File: src/rtl/arb_pkg.sv
// Shared types and constants for the eight-way round-robin arbiter.
package arb_pkg;

   localparam int NUM_REQ = 8;
   localparam int PORT_W  = 3;

   typedef enum logic {
      IDLE,
      GRANT
   } arb_state_t;

   // One-hot decode of a requester index.
   function automatic logic [NUM_REQ-1:0] onehot_of(input logic [PORT_W-1:0] idx);
      logic [NUM_REQ-1:0] v;
      v      = '0;
      v[idx] = 1'b1;
      return v;
   endfunction

endpackage

File: src/rtl/rr_pick8.sv
// Combinational round-robin pick: finds the first masked request at or after
// ptr (modulo 8) by rotating the request vector, priority-encoding the
// lowest set bit, and rotating the index back.
module rr_pick8
   import arb_pkg::*;
(
   input  logic [NUM_REQ-1:0] req,
   input  logic [PORT_W-1:0]  ptr,
   input  logic [NUM_REQ-1:0] mask,
   output logic               any,
   output logic [PORT_W-1:0]  win
);

   // Rotate so bit 0 is the pointer position, encode, then un-rotate.
   always_comb begin
      logic [NUM_REQ-1:0] masked;
      logic [NUM_REQ-1:0] rot;
      logic [PORT_W-1:0]  src;
      logic [PORT_W-1:0]  idx;
      // NOTE: every variable gets a value before any conditional logic so
      // no path leaves it unassigned, which would infer a latch.
      masked = req & mask;
      rot    = '0;
      src    = '0;
      idx    = '0;
      for (int i = 0; i < NUM_REQ; i++) begin
         src    = ptr + PORT_W'(i);
         rot[i] = masked[src];
      end
      // Scan downwards so the lowest rotated bit (closest to ptr) wins.
      for (int i = NUM_REQ - 1; i >= 0; i--) begin
         if (rot[i]) idx = PORT_W'(i);
      end
      any = |masked;
      win = ptr + idx;
   end

endmodule

File: src/rtl/rr_arbiter8.sv
// Eight-way round-robin arbiter with bounded hold time. Drives a one-hot
// grant, a binary mux select and a busy flag, all straight from registers.
module rr_arbiter8
   import arb_pkg::*;
#(
   parameter int MAX_HOLD = 16
) (
   input  logic               clk,
   input  logic               reset,
   input  logic [NUM_REQ-1:0] req,
   output logic [NUM_REQ-1:0] grant,
   output logic [PORT_W-1:0]  port,
   output logic               busy
);

   localparam int              HC_W     = $clog2(MAX_HOLD + 1);
   localparam logic [HC_W-1:0] HOLD_MAX = HC_W'(MAX_HOLD);
   localparam logic [HC_W-1:0] HOLD_ONE = HC_W'(1);

   arb_state_t         state_q, state_d;
   logic [PORT_W-1:0]  owner_q, owner_d;
   logic [PORT_W-1:0]  ptr_q, ptr_d;
   logic [HC_W-1:0]    hold_cnt_q, hold_cnt_d;
   logic [NUM_REQ-1:0] grant_q, grant_d;
   logic               busy_q, busy_d;

   logic               owner_rel;
   logic               at_limit;
   logic               forced;
   logic [NUM_REQ-1:0] pick_mask;
   logic               pick_any;
   logic [PORT_W-1:0]  pick_win;

   // Forced rotation masks the owner out; otherwise every requester competes.
   always_comb begin
      owner_rel = ~req[owner_q];
      at_limit  = (hold_cnt_q == HOLD_MAX);
      forced    = (state_q == GRANT) && !owner_rel && at_limit;
      pick_mask = forced ? ~onehot_of(owner_q) : '1;
   end

   rr_pick8 u_pick (
      .req  (req),
      .ptr  (ptr_q),
      .mask (pick_mask),
      .any  (pick_any),
      .win  (pick_win)
   );

   // Next-state, owner, pointer and hold counter; outputs follow the next state.
   always_comb begin
      logic take;
      state_d    = state_q;
      owner_d    = owner_q;
      ptr_d      = ptr_q;
      hold_cnt_d = hold_cnt_q;
      take       = 1'b0;

      unique case (state_q)
         IDLE: begin
            if (pick_any) take = 1'b1;
         end
         GRANT: begin
            if (owner_rel) begin
               // Release wins over an expired hold; hand off with no bubble.
               if (pick_any) take = 1'b1;
               else          state_d = IDLE;
            end else if (at_limit) begin
               if (pick_any) take = 1'b1;
               else          hold_cnt_d = HOLD_ONE;
            end else begin
               hold_cnt_d = hold_cnt_q + HOLD_ONE;
            end
         end
         default: state_d = IDLE;
      endcase

      if (take) begin
         state_d    = GRANT;
         owner_d    = pick_win;
         ptr_d      = pick_win + PORT_W'(1);
         hold_cnt_d = HOLD_ONE;
      end

      grant_d = (state_d == GRANT) ? onehot_of(owner_d) : '0;
      busy_d  = (state_d == GRANT);
   end

   // State and output registers; synchronous reset has priority over everything.
   always_ff @(posedge clk) begin
      // NOTE: clocked state uses non-blocking assignments so every register
      // samples pre-edge values regardless of statement order.
      if (reset) begin
         state_q    <= IDLE;
         owner_q    <= '0;
         ptr_q      <= '0;
         hold_cnt_q <= '0;
         grant_q    <= '0;
         busy_q     <= 1'b0;
      end else begin
         state_q    <= state_d;
         owner_q    <= owner_d;
         ptr_q      <= ptr_d;
         hold_cnt_q <= hold_cnt_d;
         grant_q    <= grant_d;
         busy_q     <= busy_d;
      end
   end

   assign grant = grant_q;
   assign port  = owner_q;
   assign busy  = busy_q;

endmodule

File: config.mk
export PLATFORM = sky130hd
export DESIGN_NAME = rr_arbiter8
export DESIGN_NICKNAME = d
export VERILOG_FILES = /design/src/rtl/arb_pkg.sv /design/src/rtl/rr_pick8.sv /design/src/rtl/rr_arbiter8.sv
export SDC_FILE = /design/constraint.sdc
export NUM_CORES = 1
export LEC_CHECK = 0
export ABC_AREA = 1
export BUFFER_PORTS_ARGS = -buffer_cell sky130_fd_sc_hd__buf_2
export CAP_MARGIN = 40
export CORE_ASPECT_RATIO = 1.5
export CORE_MARGIN = 8
export CORE_UTILIZATION = 45
export DETAILED_ROUTE_END_ITERATION = 7
export SYNTH_ARGS = -nofsm -noshare
export SYNTH_HDL_FRONTEND = slang
export SYNTH_SLANG_ARGS = --single-unit
File: constraint.sdc
create_clock -name clk -period 4.1 [get_ports clk]
set_clock_uncertainty 0.2 [all_clocks]
set_input_delay 0.41 -clock clk [delete_from_list [all_inputs] [get_ports clk]]
set_output_delay 0.41 -clock clk [all_outputs]
set_load 0.02 [all_outputs]
* Yosys cells after proc, flatten, opt, wreduce, memory -nomap -nowiden
Cells that the tools add are included.
** Cells by class
- Add/sub/neg operators :: 10
- Multiply operators :: 0
- Div/mod/pow operators :: 0
- $lt $le $gt $ge :: 12
- Equal/unequal tests :: 3
- Shift operators :: 0
- Mux-type cells :: 44
- Bitwise gates (word level) :: 4
- Reduce and logical (&&, ||, !) cells :: 11
** Operators with widths (count)
- less-than comparator 3 x 4 -> 1 bit (second input constant) :: 10
- binary-select mux 1 bit (select 3 bit) :: 9
- 2-to-1 mux 3 bit :: 9
- 2-to-1 mux 1 bit :: 20
- adder 3 bit (second input constant) :: 4
- 2-to-1 mux 5 bit :: 2
- bitwise AND 8 bit :: 1
- 2-to-1 mux 8 bit :: 1
- inverter 8 bit :: 1
- OR reduction 8 bit :: 1
- adder 3 x 1 -> 3 bit (second input constant) :: 2
- adder 3 x 2 -> 3 bit (second input constant) :: 2
- demux 1 bit (select 3 bit) :: 2
- greater-or-equal comparator 3 x 1 -> 1 bit (second input constant) :: 2
- AND reduction 3 bit :: 2
- adder 5 x 1 -> 5 bit (second input constant) :: 1
- == test 5 bit (second input constant) :: 1
- logical AND 1 bit :: 4
- nonzero test 2 bit :: 2
- OR reduction 2 bit :: 2
- adder 3 bit :: 1
- != test 3 x 2 -> 1 bit (second input constant) :: 1
- != test 2 bit (second input constant) :: 1
- inverter 1 bit :: 2
- one-hot mux 1 bit (2 select lines) :: 1
** Storage, ports and cells
- Register bits after elaboration :: 20
- Latch bits :: 0
- Memory bits (writable) :: 0
- Bits in read-only memories :: 0
- Input bits :: 10
- Output and inout bits :: 12
- Memories :: 0

* Longest topological paths before layout
Gate-level depths: netlist of the first run.
- Depth in word-level cells :: 23
- Depth in mapped cells :: 26
- Depth with buffers taken out :: 26

* Cells and area by module
Synthesis of the first run repeated with hierarchy kept, for this count alone.
** Unflattened totals
- Cells, all modules :: 266
- Area, all modules :: 1684.1 sq um
** By module, submodules not included
- rr_arbiter8 :: instances 1, cells an instance 149, area each 1011.0 sq um
- rr_pick8 :: instances 1, cells an instance 117, area each 673.1 sq um

* Worst setup path before layout of the first run
No wires, ideal clock.
- Kind :: reg2reg
- Start :: register owner_q[0], in the netlist port[0]
- End :: register ptr_q[1]
- Library setup time :: 126 ps
- Arrival :: 3142 ps
- Slack :: 632 ps
- Cell stages (with the launch flop) :: 23
- Buffers on the path :: 1
- Period minus slack after synthesis :: 3468 ps
- Path through :: dfxtp_1 buf_4 inv_2 nand4_1 nand2_1 nor2_2 nand2_8 nand4_2 nand3_1 nand3_1 nand3_1 nand2_1 a31oi_1 o21ai_0 nand2_1 a21boi_0 ha_1 inv_1 fa_1 inv_1 ha_1 o21ai_0 a21oi_1
** Between the ends
- Word-level cells in the longest chain between the ends :: 19
- Elaborated cells on any way between the ends :: 43
- Those cells by class :: add/sub: 2; order compare: 2; mux: 33; bitwise: 2; reduce/logical: 4
** Ends and longest elaborated chain
- from (decl) :: RTL line rr_arbiter8.sv:21 : logic [PORT_W-1:0] owner_q, owner_d;
- from (signal assigned) :: RTL line rr_arbiter8.sv:102 : owner_q <= owner_d;
- less-than comparator 3 x 4 -> 1 bit (implied by the code) / greater-or-equal comparator 3 x 1 -> 1 bit (equally long branches) :: RTL line arb_pkg.sv:16 : v[idx] = 1'b1;
- logical AND 1 bit (implied by the code) :: RTL line arb_pkg.sv:16
- 2-to-1 mux 1 bit (implied by the code) :: RTL line arb_pkg.sv:16
- demux 1 bit (select 3 bit) :: RTL line arb_pkg.sv:16
- inverter 8 bit :: RTL line rr_arbiter8.sv:39 : pick_mask = forced ? ~onehot_of(owner_q) : '1;
- 2-to-1 mux 8 bit :: RTL line rr_arbiter8.sv:39
- bitwise AND 8 bit :: RTL line rr_pick8.sv:22 : masked = req & mask;
- binary-select mux 1 bit (select 3 bit) :: RTL line rr_pick8.sv:28 : rot[i] = masked[src];
- 2-to-1 mux 1 bit (implied by the code) :: RTL line rr_pick8.sv:28
- 2-to-1 mux 3 bit (8 in a row) :: RTL line rr_pick8.sv:32 : if (rot[i]) idx = PORT_W'(i);
- adder 3 bit :: RTL line rr_pick8.sv:35 : win = ptr + idx;
- adder 3 x 1 -> 3 bit :: RTL line rr_arbiter8.sv:81 : ptr_d = pick_win + PORT_W'(1);
- to (signal assigned) :: RTL line rr_arbiter8.sv:103 : ptr_q <= ptr_d;
- to (decl) :: RTL line rr_arbiter8.sv:22 : logic [PORT_W-1:0] ptr_q, ptr_d;
Parallel ways exist; a longest one is shown, timed or not. The select of a mux whose other input is x is not followed.
A chain may end at the register's enable or synchronous reset.

* Worst setup path after layout of the first run
- Start :: register hold_cnt_q[0]
- End :: register ptr_q[2]
** Between the ends
- Word-level cells in the longest chain between the ends :: 16
- Elaborated cells on any way between the ends :: 35
- Those cells by class :: add/sub: 2; eq/ne: 1; mux: 29; bitwise: 1; reduce/logical: 2
** Ends and longest elaborated chain
- from (decl) :: RTL line rr_arbiter8.sv:23 : logic [HC_W-1:0] hold_cnt_q, hold_cnt_d;
- from (signal assigned) :: RTL line rr_arbiter8.sv:104 : hold_cnt_q <= hold_cnt_d;
- == test 5 bit * :: RTL line rr_arbiter8.sv:37 : at_limit = (hold_cnt_q == HOLD_MAX);
- logical AND 1 bit :: RTL line rr_arbiter8.sv:38 : forced = (state_q == GRANT) && !owner_rel && at_limit;
- 2-to-1 mux 8 bit :: RTL line rr_arbiter8.sv:39
- bitwise AND 8 bit :: RTL line rr_pick8.sv:22
- binary-select mux 1 bit (select 3 bit) :: RTL line rr_pick8.sv:28
- 2-to-1 mux 1 bit (implied by the code) :: RTL line rr_pick8.sv:28
- 2-to-1 mux 3 bit (8 in a row) :: RTL line rr_pick8.sv:32
- adder 3 bit :: RTL line rr_pick8.sv:35
- adder 3 x 1 -> 3 bit :: RTL line rr_arbiter8.sv:81
Every way passes the cells marked *; elsewhere a longest branch is shown, timed or not. The select of a mux whose other input is x is not followed.

==> impl_metrics.toml, run 1 <==
[status]
status = "completed"

[floorplanning]
row_count = 27
initial_core_util_pct = 46.6
die_y_um = 90.9
ios = 22
die_area_um2 = 6000
core_area_um2 = 3610
die_w_um = 66.0

[route]
dr_total_vias = 1636
wire_per_inst_um = 13.3
drcViolationCount = 0
drtPass1Iterations = 4
wl_mm = 4.13
drtIter0Drc = 63
ant_nets = 0
viasPerCell = 5.26

[clock_network]
cts-root-buf = "clkbuf_8"
tritoncts = "done"
numClockSinks = 20
cts_buffers = 3
clk_latency_ps = 260
htreeDepth = 1
path_clk_slew_ps = 80
clk_path_buf_depth = 2

[sta]
final-hold-violation-count = 0
drv_slew = 0
rsz0062_at_grt = "no"
finalSetupViolations = 0
worst_pin_slew_ps = 532
period_needed_ps = 3730
fin_ws_ps = 373
relSlewSlack_pct = 64.5
period_share_pct = 90.9
finalSetupTns_ps = 0
max_freq_mhz = 268

[synth]
synth.avg_cell_area_um2 = 6.85
synth_ff_type = "dfxtp_1"
syn_area_um2 = 1680
synth_enable_flop_cells = 0
yosysSeqAreaShare_pct = 23.8
synth_largest_area_cell = "dfxtp_1"
postSynthCellCount = 246
yosys.cell_types.count = 36
synth_seq_cells = 20
synth_area_leaders = "dfxtp_1, nand3_1, nand2_1"
synthTopCellsByCount = "nand2_1, nand3_1, inv_1"
synth-async-reset-ratio_pct = 0
yosys_warnings = 0
syn_nets = 263
yosysMostFrequentCell = "nand2_1"
synth_top_area_share_pct = 23.8

[layout]
antenna_cells = 0
fin_util_pct = 53.1
multi_input_area_um2 = 1150
regArea_um2 = 404
area_delta_synth_final_pct = 14.0
finalNetCount = 286
drive_gt1_share_pct = 25.0
num-fill-cells = 381

[global_route]
antenna_found_initial = 0
groute.usage.overall_pct = 14.7
gr-total-overflow = 0
grt_max_degree = 13
grt_pass1_wl_mm = 7.14
grt_pass1_vias = 1626

[worst_setup_path]
crit_path_frequent_cell = "inv_1"
worst_path_max_delay_cell = "fa_1"
critPathArrivalTime_ps = 3700
crit_chain = "inv_1 -> ha_1 -> nand4_1 -> clkinvlp_4 -> nand4_2 -> nand3_1 -> nand3_1 -> nand3_1 -> nand2_1 -> a31oi_1 -> o21ai_0 -> nand2_1 -> a21boi_0 -> ha_1 -> inv_1 -> fa_1 -> inv_1 -> ha_1 -> nand2_1 -> o21ai_1 -> inv_1 -> nand2_1 -> inv_1 -> nor2_1"
endpoint_kind = "register"
reg2reg_depth = 24
slowest_delay_ps = 520
r2r_slack_ps = 370
critPathBufInv = 6
crit_fanout = 5
crit_family = "adder cells"
worst-path-stages = 24
critPathKind = "reg -> reg"
cp_data_required_time_ps = 4070
start_kind = "register"

[placed_design]
numPortBuffers = 21
place_hpwl_mm = 3.44
gp_congestion = 0.912
pre_cts_slack_ps = 301

[pwr]
leakagePower_nw = 0.993
power_mw = 1.59
p_per_area_nw_per_um2 = 831
vdd_ir_drop_max_uv = 508

[min_path]
hold_class = "in -> reg"
hold-path-cell-count = 2

[run]
maxCapViolCount = 0
-- state kept, by name (all words and copies together), names as in the netlist --
name	cells
busy	1
ptr_q	3
hold_cnt_q	5
grant	8
port	3
-- area by class of cell --
type / instances / area share [%]
multi-input cells: 191 / 60.1
flip-flops and latches: 20 / 21.1
inverters: 30 / 6.06
repair buffers: 22 / 5.87
well taps: 43 / 2.80
clock buffers: 3 / 2.15
clock inverters: 1 / 1.56
repair inverters: 1 / 0.391
-- what timing repair did --
| item | in CTS | in global routing |
|---|---|---|
| endpoints found under the setup margin | 0 | 11 |
| resized for setup | 0 | 6 |
| hold buffers | 0 | 0 |
| endpoints found under the hold margin | 0 | 0 |
| setup buffers | 0 | 0 |
-- layout by cell type, fill, tap and decap left out, types with 4 or more instances in the layout --
| cell type | Yosys | final |
|---|---|---|
| nand3_2 | 5 | 5 |
| ha_1 | 6 | 6 |
| inv_1 | 25 | 25 |
| a22o_1 | 4 | 4 |
| inv_2 | 4 | 4 |
| nand2_2 | 5 | 5 |
| nand2_1 | 51 | 51 |
| nor2_2 | 6 | 6 |
| nand3_1 | 44 | 44 |
| a21oi_1 | 5 | 5 |
| nor3_1 | 4 | 4 |
| nand4_2 | 8 | 8 |
| nor2_1 | 21 | 21 |
| buf_2 | 2 | 21 |
| nand4_1 | 6 | 6 |
| dfxtp_1 | 20 | 17 |
-- routing by layer --
layer  vias to the layer above  track usage, %  part of all wire, %
met5                         -               0                    0
met4                         0            5.55                  1.8
met3                         7            2.98                  4.5
met2                        37            26.9                   53
met1                       724            15.7                   41
li1                        868               -                    -
-- report_power, final --
group / switching [mW] / internal (mW)
Clock: 0.0678 / 0.130
Combinational: 0.706 / 0.381
Sequential: 0.0602 / 0.249
Total: 0.834 / 0.760
-- cells by family (layout without fill, tap and decap cells) --
family                     Yosys count  after routing  synth area share, %
buffers and inverters               35             57                 8.17
xor gates and xnor gates             6              6                 3.12
and+or+nand+nor                    157            157                 50.7
DFF                                 20             20                 23.8
adders and majority gates            7              7                 5.65
AOI/OAI and AO/OA                   21             21                 8.54
-- final timing paths --
path                                    from                         end
hold / removal                         reset          port[2]$_SDFF_PP0_
setup / recovery  hold_cnt_q[0]$_SDFFE_PP0P_       ptr_q[2]$_SDFFE_PP0P_
setup reg to reg  hold_cnt_q[0]$_SDFFE_PP0P_       ptr_q[2]$_SDFFE_PP0P_
hold reg to reg   hold_cnt_q[3]$_SDFFE_PP0P_  hold_cnt_q[3]$_SDFFE_PP0P_
-- metrics by stage --
stage / std cells / hold WS, ps / instance area, um2
2_1_floorplan: 246 / 241 / 1680
3_3_place_gp: 306 / 250 / 1830
3_5_place_dp: 306 / 255 / 1830
4_1_cts: 310 / 195 / 1900
5_1_grt: 311 / 199 / 1920
6_report: 311 / 193 / 1920
-- worst reg2reg max path, cell delays in order (launching register included) --
cell and delay, ps:
dfxtp_1 390, inv_1 60, ha_1 180, nand4_1 210, clkinvlp_4 240, nand4_2 160, nand3_1 110, nand3_1 130
nand3_1 80, nand2_1 110, a31oi_1 80, o21ai_0 150, nand2_1 60, a21boi_0 190, ha_1 180, inv_1 50
fa_1 520, inv_1 50, ha_1 190, nand2_1 70, o21ai_1 50, inv_1 60, nand2_1 50, inv_1 50
nor2_1 30
No activity file was read; power rests on OpenSTA's default activity.
==> inputs of run 2 (changes only) <==
--- a/config.mk
+++ b/config.mk
@@ -8,10 +8,13 @@
 export ABC_AREA = 1
 export BUFFER_PORTS_ARGS = -buffer_cell sky130_fd_sc_hd__buf_2
 export CAP_MARGIN = 40
+export CELL_PAD_IN_SITES_DETAIL_PLACEMENT = 1
+export CELL_PAD_IN_SITES_GLOBAL_PLACEMENT = 1
 export CORE_ASPECT_RATIO = 1.5
 export CORE_MARGIN = 8
-export CORE_UTILIZATION = 45
+export CORE_UTILIZATION = 41
 export DETAILED_ROUTE_END_ITERATION = 7
+export PLACE_DENSITY_LB_ADDON = 0.1
 export SYNTH_ARGS = -nofsm -noshare
 export SYNTH_HDL_FRONTEND = slang
 export SYNTH_SLANG_ARGS = --single-unit
==> run 2 against run 1 <==
Compared with the run above:
- via count is 3.8% higher
- critical endpoint is now grant[7]$_SDFF_PP0_
- die area increased by 7.7%
- count of clock-buffer cells in the layout is the same
- register-to-register slack hardly changed
- final cell count grew 0.64%
- critical path type unchanged
- global-route usage rose by 1.9 points
- largest cell class unchanged
- maximum frequency is 0.37% higher
- first-iteration DRC count down 22%
- utilization decreased by 4.8 points
- non-clock buffer count up 1
- sequential share of layout area grew 0.097 points
==> impl_metrics.toml, run 2 (synthesized netlist as in run 1, its figures left out) <==
[sta]
period_share_pct = 90.6
rsz0062_at_grt = "no"
period_needed_ps = 3710
finalSetupTns_ps = 0
final-hold-violation-count = 0
max_freq_mhz = 269
finalSetupViolations = 0
worst_pin_slew_ps = 511
drv_slew = 0
relSlewSlack_pct = 65.9

[global_route]
groute.usage.overall_pct = 16.7
grt_pass1_wl_mm = 8.34
gr-total-overflow = 0
grt_pass1_vias = 1813
grt_max_degree = 13
antenna_found_initial = 0

[worst_setup_path]
crit_fanout = 11
endpoint_kind = "register"
critPathKind = "reg -> reg"
reg2reg_depth = 24
cp_data_required_time_ps = 4100
start_kind = "register"
critPathArrivalTime_ps = 3710

[pwr]
pwr-share-seq_pct = 19.1
combPwrFrac_pct = 68.4
power_switching_share_pct = 53.3
vdd_ir_drop_max_uv = 424
clockPowerShare_pct = 12.5
switching_power_mw = 0.865
power.internal_mw = 0.759
p_per_area_nw_per_um2 = 850
leakagePower_nw = 0.999

[floorplanning]
die_area_um2 = 6460
ios = 22
die_y_um = 94.5
row_count = 28
initial_core_util_pct = 42.5
core_area_um2 = 3960
die_w_um = 68.3

[route]
wl_met2_mm = 2.65
drtIter0Drc = 49
route.layer.met1.wl_mm = 1.92
ant_nets = 0
viasPerCell = 5.42
dr_total_vias = 1698
wl_mm = 4.86
wl_met3_um = 126
drtPass1Iterations = 4
wire_per_inst_um = 15.5
drcViolationCount = 0
highest_layer = "met4"

[run]
maxCapViolCount = 0

[clock_network]
clk_path_buf_depth = 2
path_clk_slew_ps = 80
htreeDepth = 1
cts-root-buf = "clkbuf_8"
cts_resized = 0
numClockSinks = 20
clk_latency_ps = 270
tritoncts = "done"
cts_setup_buffers = 0
ctsHoldBuffers = 0
cts_buffers = 3

[placed_design]
gp_congestion = 0.808
numPortBuffers = 21
place_hpwl_mm = 4.07

[status]
status = "completed"

[min_path]
hold-path-cell-count = 2
hold_class = "in -> reg"

[layout]
largest_reg_flops = 8
final_common_cell = "nand2_1"
fin_util_pct = 48.3
drive_gt1_share_pct = 24.3
num-fill-cells = 537
finalNetCount = 286
final_cell_mix = "nand2_1, nand3_1, inv_1"
antenna_cells = 0
area_delta_synth_final_pct = 13.4
## run 2: cell count changes in the layout (fill, tap and decap cells not counted)
cell	before	now
clkinv_1	0	1
xor2_1	3	4
clkinvlp_4	2	0
buf_4	1	2
xor2_2	1	0
## run 2: worst paths after layout
kind | from | endpoint | slack (ps)
setup / recovery | port[0]$_SDFF_PP0_ | grant[7]$_SDFF_PP0_ | 390
hold / removal | reset | port[0]$_SDFF_PP0_ | 180
setup reg to reg | port[0]$_SDFF_PP0_ | grant[7]$_SDFF_PP0_ | 390
hold reg to reg | hold_cnt_q[3]$_SDFFE_PP0P_ | hold_cnt_q[3]$_SDFFE_PP0P_ | 270
## run 2: critical path, stage by stage, from the launching register on
cell	delay, ps
dfxtp_2	470
inv_2	110
nand3_1	100
nand2_1	70
nor2_2	190
nand2_8	120
nand4_2	110
nand3_1	120
nand3_1	120
nand3_1	80
nand2_1	120
a31oi_1	80
o21ai_0	150
nand2_1	60
a21boi_0	170
ha_1	170
inv_1	50
fa_1	370
xor2_1	220
inv_1	80
nand3_2	110
nand3_4	100
nand2_2	80
nand2_1	70
nor2_1	120
## run 2: per-stage QoR
step / hold slack, ps / area (um2) / power (mW) / instances / setup slack (ps)
2_1_floorplan: 241 / 1680 / 1.17 / 246 / 632
3_3_place_gp: 247 / 1840 / 1.40 / 309 / 359
3_5_place_dp: 258 / 1840 / 1.43 / 309 / 214
4_1_cts: 187 / 1910 / 1.65 / 313 / 187
5_1_grt: 199 / 1910 / 1.80 / 313 / 6.33
6_report: 181 / 1910 / 1.62 / 313 / 387
## run 2: power by group through the flow
stage | clock network (mW) | logic [mW] | registers (mW)
global route | 0.211 | 1.27 | 0.318
detailed placement | 0 | 1.12 | 0.312
finish | 0.203 | 1.11 | 0.310
floorplan | 0 | 0.847 | 0.321
global placement | 0 | 1.09 | 0.310
CTS | 0.207 | 1.13 | 0.308
## run 2: routing by layer
layer  global-route usage, %  vias to the layer above
met5                       0                        -
met1                    17.3                      794
met3                    2.14                       11
li1                        -                      871
met2                    31.1                       22
met4                    7.89                        0
## run 2: layout make-up
type	count	area, um2	share of cell area, %
flip-flops and latches	20	404	21.2
inverters	30	113	5.89
clock inverters	1	30.0	1.57
clock buffers	3	41.3	2.16
well taps	45	56.3	2.95
repair buffers	23	120	6.29
multi-input cells	191	1150	60.0
